File: config.mk
export PLATFORM = sky130hd
export DESIGN_NAME = decoder_n_pipe
export DESIGN_NICKNAME = d
export VERILOG_FILES = /design/src/rtl/decoder_pkg.sv /design/src/rtl/dec_skid_buf.sv /design/src/rtl/decoder_n_pipe.sv
export SDC_FILE = /design/constraint.sdc
export NUM_CORES = 1
export LEC_CHECK = 0
export ABC_CLOCK_PERIOD_IN_PS = 2250
export BUFFER_PORTS_ARGS = -buffer_cell sky130_fd_sc_hd__buf_2
export CORE_MARGIN = 2
export CORE_UTILIZATION = 35
export CTS_CLUSTER_DIAMETER = 50
export DETAILED_ROUTE_END_ITERATION = 8
export PLACE_DENSITY = 0.58
export SETUP_SLACK_MARGIN = 0.15
export SYNTH_ARGS = -nofsm -noshare
export SYNTH_HDL_FRONTEND = slang
export SYNTH_SLANG_ARGS = --single-unit
File: constraint.sdc
create_clock -name clk -period 2.25 [get_ports clk]
set_input_delay 0.45 -clock clk [delete_from_list [all_inputs] [get_ports clk]]
set_output_delay 0.45 -clock clk [all_outputs]
set_load 0.005 [all_outputs]
File: src/rtl/decoder_pkg.sv
// Shared types and constants for the decoder_n_pipe family: decode mode,
// output buffer state encoding and the legal range of the index width.
package decoder_pkg;

  localparam int IN_W_MIN = 1;
  localparam int IN_W_MAX = 6;

  typedef enum logic {
    DEC_ONEHOT = 1'b0,
    DEC_THERM  = 1'b1
  } dec_mode_e;

  typedef enum logic [1:0] {
    BUF_EMPTY = 2'd0,
    BUF_ONE   = 2'd1,
    BUF_TWO   = 2'd2
  } buf_state_e;

endpackage

File: src/rtl/dec_skid_buf.sv
// Output buffer with valid/ready handshake. DECODER_N_PIPE_SKID_EN selects a
// 2-entry skid buffer with a registered in_ready; otherwise a single stage.
module dec_skid_buf
  import decoder_pkg::*;
#(
  parameter int W = 8
) (
  input  logic         clk,
  input  logic         rst,
  input  logic         in_valid,
  output logic         in_ready,
  input  logic [W-1:0] in_data,
  output logic         out_valid,
  input  logic         out_ready,
  output logic [W-1:0] out_data
);

  buf_state_e   state_q, state_d;
  logic [W-1:0] head_q, head_d;
  logic         ready_q, ready_d;
  logic         accept_s;
  logic         drain_s;

  assign out_valid = (state_q != BUF_EMPTY);
  assign out_data  = head_q;
  assign drain_s   = (state_q != BUF_EMPTY) && out_ready;

`ifdef DECODER_N_PIPE_SKID_EN
  logic [W-1:0] skid_q, skid_d;

  // in_ready comes straight from a flop, so upstream never sees out_ready
  assign in_ready = ready_q;
  assign accept_s = in_valid && ready_q;

  // Next-state and storage steering for the two-entry buffer
  always_comb begin
    state_d = state_q;
    head_d  = head_q;
    skid_d  = skid_q;
    case (state_q)
      BUF_EMPTY: begin
        if (accept_s) begin
          head_d  = in_data;
          state_d = BUF_ONE;
        end else begin
          state_d = BUF_EMPTY;
        end
      end
      BUF_ONE: begin
        if (accept_s && drain_s) begin
          head_d  = in_data;
          state_d = BUF_ONE;
        end else if (accept_s) begin
          skid_d  = in_data;
          state_d = BUF_TWO;
        end else if (drain_s) begin
          state_d = BUF_EMPTY;
        end else begin
          state_d = BUF_ONE;
        end
      end
      BUF_TWO: begin
        if (drain_s) begin
          head_d  = skid_q;
          state_d = BUF_ONE;
        end else begin
          state_d = BUF_TWO;
        end
      end
      default: begin
        state_d = BUF_EMPTY;
      end
    endcase
    ready_d = (state_d != BUF_TWO);
  end

  // Skid entry register
  always_ff @(posedge clk) begin
    if (rst) begin
      skid_q <= '0;
    end else begin
      skid_q <= skid_d;
    end
  end
`else
  // ready_q only gates the post-reset cycle; the rest is a combinational bypass
  assign in_ready = ready_q && (!out_valid || out_ready);
  assign accept_s = in_valid && in_ready;

  // Next-state for the single-stage buffer; BUF_TWO is never entered
  always_comb begin
    state_d = state_q;
    head_d  = head_q;
    case (state_q)
      BUF_EMPTY: begin
        if (accept_s) begin
          head_d  = in_data;
          state_d = BUF_ONE;
        end else begin
          state_d = BUF_EMPTY;
        end
      end
      BUF_ONE: begin
        if (accept_s) begin
          head_d  = in_data;
          state_d = BUF_ONE;
        end else if (drain_s) begin
          state_d = BUF_EMPTY;
        end else begin
          state_d = BUF_ONE;
        end
      end
      default: begin
        state_d = BUF_EMPTY;
      end
    endcase
    ready_d = 1'b1;
  end
`endif

  // State, head entry and ready registers
  always_ff @(posedge clk) begin
    if (rst) begin
      state_q <= BUF_EMPTY;
      head_q  <= '0;
      ready_q <= 1'b0;
    end else begin
      state_q <= state_d;
      head_q  <= head_d;
      ready_q <= ready_d;
    end
  end

endmodule

File: src/rtl/decoder_n_pipe.sv
// Pipelined binary-to-one-hot/thermometer decoder with popcount output.
// Buffering scheme selected by macro DECODER_N_PIPE_SKID_EN (see dec_skid_buf).
module decoder_n_pipe
  import decoder_pkg::*;
#(
  parameter int IN_W = 3
) (
  input  logic                 clk,
  input  logic                 rst,
  input  logic                 in_valid,
  output logic                 in_ready,
  input  logic [IN_W-1:0]      in_idx,
  input  logic                 in_mode,
  input  logic                 in_en,
  output logic                 out_valid,
  input  logic                 out_ready,
  output logic [2**IN_W-1:0]   out_vec,
  output logic [IN_W:0]        out_cnt
);

  localparam int OUT_W = 2**IN_W;
  localparam int PW    = OUT_W + IN_W + 1;

  if ((IN_W < IN_W_MIN) || (IN_W > IN_W_MAX)) begin : g_bad_in_w
    $error("decoder_n_pipe: IN_W outside legal range");
  end

  logic [OUT_W-1:0] onehot_s;
  logic [OUT_W-1:0] therm_s;
  logic [OUT_W-1:0] vec_s;
  logic [IN_W:0]    cnt_s;
  logic [PW-1:0]    pay_in_s;
  logic [PW-1:0]    pay_out_s;

  assign onehot_s = {{(OUT_W-1){1'b0}}, 1'b1} << in_idx;
  // (onehot << 1) - 1 wraps to all-ones for the top index, which is exactly the full thermometer
  assign therm_s  = {onehot_s[OUT_W-2:0], 1'b0} - {{(OUT_W-1){1'b0}}, 1'b1};

  // Decode select and popcount
  always_comb begin
    vec_s = '0;
    cnt_s = '0;
    if (!in_en) begin
      vec_s = '0;
      cnt_s = '0;
    end else if (in_mode == DEC_THERM) begin
      vec_s = therm_s;
      cnt_s = {1'b0, in_idx} + {{IN_W{1'b0}}, 1'b1};
    end else begin
      vec_s = onehot_s;
      cnt_s = {{IN_W{1'b0}}, 1'b1};
    end
  end

  assign pay_in_s = {cnt_s, vec_s};

  dec_skid_buf #(
    .W (PW)
  ) u_buf (
    .clk       (clk),
    .rst       (rst),
    .in_valid  (in_valid),
    .in_ready  (in_ready),
    .in_data   (pay_in_s),
    .out_valid (out_valid),
    .out_ready (out_ready),
    .out_data  (pay_out_s)
  );

  assign out_vec = pay_out_s[OUT_W-1:0];
  assign out_cnt = pay_out_s[PW-1:OUT_W];

endmodule

==> flow_summary.toml <==
[synthesis]
ys_ff_latch = 14
synth_cell_types = 33
netlist_instances = 102
avgSynthCellArea_sq_um = 8.219
synth_nets = 117
synth_area_leader_cell = "dfxtp_1"
yosys-top-cells-area = "dfxtp_1 33%, ha_1 9.0%, a21oi_1 8.4%, nand2_1 5.8%, nand3_1 3.6%"
synthesis.area_sq_um = 838.3
synth_warnings = 0
yosysSeqAreaShare = 0.3343
yosys.area.top_type_share = 0.3343

[sta]
rsz0062_at_grt = "no"
slew_viol_final = 0
max_clock_freq_mhz = 579.8
slew_headroom = 0.7166
setup_viol = 0
tns_ns = 0
final_hold_viol_count = 0
finClkSkew_ns = 0.001557
layout_min_cycle_time_ns = 1.725
worstMarginPinSlew_ns = 0.4198
min_period_over_period = 0.7666

[floorplan]
core_sq_mm = 0.002233
dieArea_sq_mm = 0.002803
initial_utilization = 0.3754
io_pins = 23
die_w_um = 52.94
rows = 17
die_y_um = 52.94

[power_and_ir_drop]
power.leakage_nw = 0.4244
irDropWorstVdd_uv = 422.3
power_density_mw_per_mm2 = 508.2

[global_routing]
grt_max_degree = 20
grt_first_pass_wirelength_um = 2980
grt_use_total = 0.1484
grt_remaining_overflow = 0
first_global_vias = 682
antenna_found_initial = 0

[clock_tree]
worst_skew_pair.late_latency_ns = 0.28
cts_hold_buf = 0
postCtsSetupBuffers = 0
cts_resized = 0
htree_levels = 1
root_buffer = "clkbuf_4"
clk_pin_slew_ns = 0.07
cts_tree = "yes"
clkSinkCount = 14
cts-buffers-inserted = 3
cts_buffer_depth = 2

[critical_path]
rr_endpoint = "u_buf.out_data[3]"
worstRegToRegCells = 4
crit_path_start = "in_idx[2]"
cp-start-kind = "input port"
crit_required_ns = 2.46
critPathKind = "input port to register"
timing.rr.start = "u_buf.state_q[0]"
regToRegSetupSlack_ns = 0.80
crit_arrival_ns = 1.94
end_kind = "register"
critical_path_peak_fanout = 13

[layout]
insertedDiodeCount = 0
nets = 136
final_layout_size_suffix_gt1_frac = 0.2521
final_common_cell = "buf_2"
fin_util = 0.4325
areaGrowthSynthToFinish_pct = 15.22
layout_common_cells = "22 x buf_2, 14 x a21oi_1, 14 x dfxtp_1"

[job]
drv_cap = 0

[min_path]
hold_class = "register to register"
whs_path_depth = 2
hold_start = "u_buf.out_data[8]"
hold_end = "u_buf.out_data[8]"

[run_status]
status = "complete, no violations"

[route]
first_pass_iters = 4
initialDrtViolationCount = 11
num_vias = 786
routed_via_density = 5.347
drc = 0
wirelength_um = 1863
final_antenna_net_count = 0
wl_per_cell_um = 12.67

[placement]
routabilityCongestion = 0.7454
port_buffers = 22
hpwl_um = 1356
layer usage:
layer | vias up | share of wire | track usage
met5 | - | 0 | 0
met4 | 0 | 0.012 | 0.05128
li1 | 400 | - | -
met2 | 15 | 0.49 | 0.2417
met1 | 367 | 0.45 | 0.1807
met3 | 4 | 0.042 | 0.05085
where the power goes:
| part | internal (W) | switching (W) | total [W] |
|---|---|---|---|
| Sequential | 0.000256 | 0.00000361 | 0.000259 |
| Combinational | 0.0000397 | 0.0000560 | 0.0000958 |
| Clock | 0.0000621 | 0.0000738 | 0.000136 |
cells in the mapped netlist (all sizes together):
cell and n:
or4b 1, inv 4, and3 1, o2111ai 1
clkbuf 3, and2 1, or3 2, a211o 1
nand2 13, buf 6, nand4 2, nand3 7
ha 6, a22o 1, or4 1, or2 1
or2b 1, a32o 2, nand4b 2, nor3 1
nand2b 2, a21o 1, nor4bb 1, nor4b 2
nor2 3, o211ai 2, xor2 2, o311ai 2
dfxtp 14, a21oi 14, o21ai 2
logic make-up after synthesis:
group | count (synthesis) | share of synthesized area
AO/OA/AOI/OAI | 26 | 0.2000
XOR/XNOR | 2 | 0.02090
adder cells (fa/ha/maj) | 6 | 0.08955
buffers and inverters | 13 | 0.07461
flip-flops | 14 | 0.3343
AND/OR/NAND/NOR | 41 | 0.2806
area by class of cell:
cell class / count / area [sq um]
fillers: 243 / 1267
multi-input cells: 75 / 495.5
flip-flops and latches: 14 / 280.3
repair buffers: 23 / 117.6
well taps: 28 / 35.03
clock buffers: 3 / 22.52
inverters: 4 / 15.01
worst max path at each step:
stage	to	slack, ns	cells past startpoint
2_1_floorplan	u_buf.out_data[7]	0.44	7
3_3_place_gp	u_buf.out_data[7]	0.30	7
3_5_place_dp	u_buf.out_data[7]	0.25	7
4_1_cts	u_buf.out_data[7]	0.54	7
5_1_grt	u_buf.out_data[7]	0.39	7
6_report	u_buf.out_data[7]	0.53	7
state kept, by name (all words and copies together), names as in the netlist:
register	cells
u_buf.out_data	12
u_buf.ready_q	1
u_buf.state_q	1
stage by stage:
stage          power [W]  worst slack (ns)  hold slack [ns]  instances  cell area [sq um]
4_1_cts        0.0004993            0.5409           0.4548        147              965.9
2_1_floorplan  0.0003325            0.4357           0.4422        102              838.3
5_1_grt        0.0005175            0.3870           0.4797        147              965.9
3_3_place_gp   0.0003600            0.3015           0.4416        144              943.4
6_report       0.0004909            0.5252           0.4506        147              965.9
3_5_place_dp   0.0003609            0.2541           0.4440        144              943.4
worst max-delay path, cell delays in order:
cell,delay (ns)
buf_2,0.22
inv_1,0.13
ha_1,0.29
or4_4,0.51
nand3_2,0.09
o2111ai_1,0.11
a21oi_1,0.14
No activity file was read; power rests on OpenSTA's default activity.
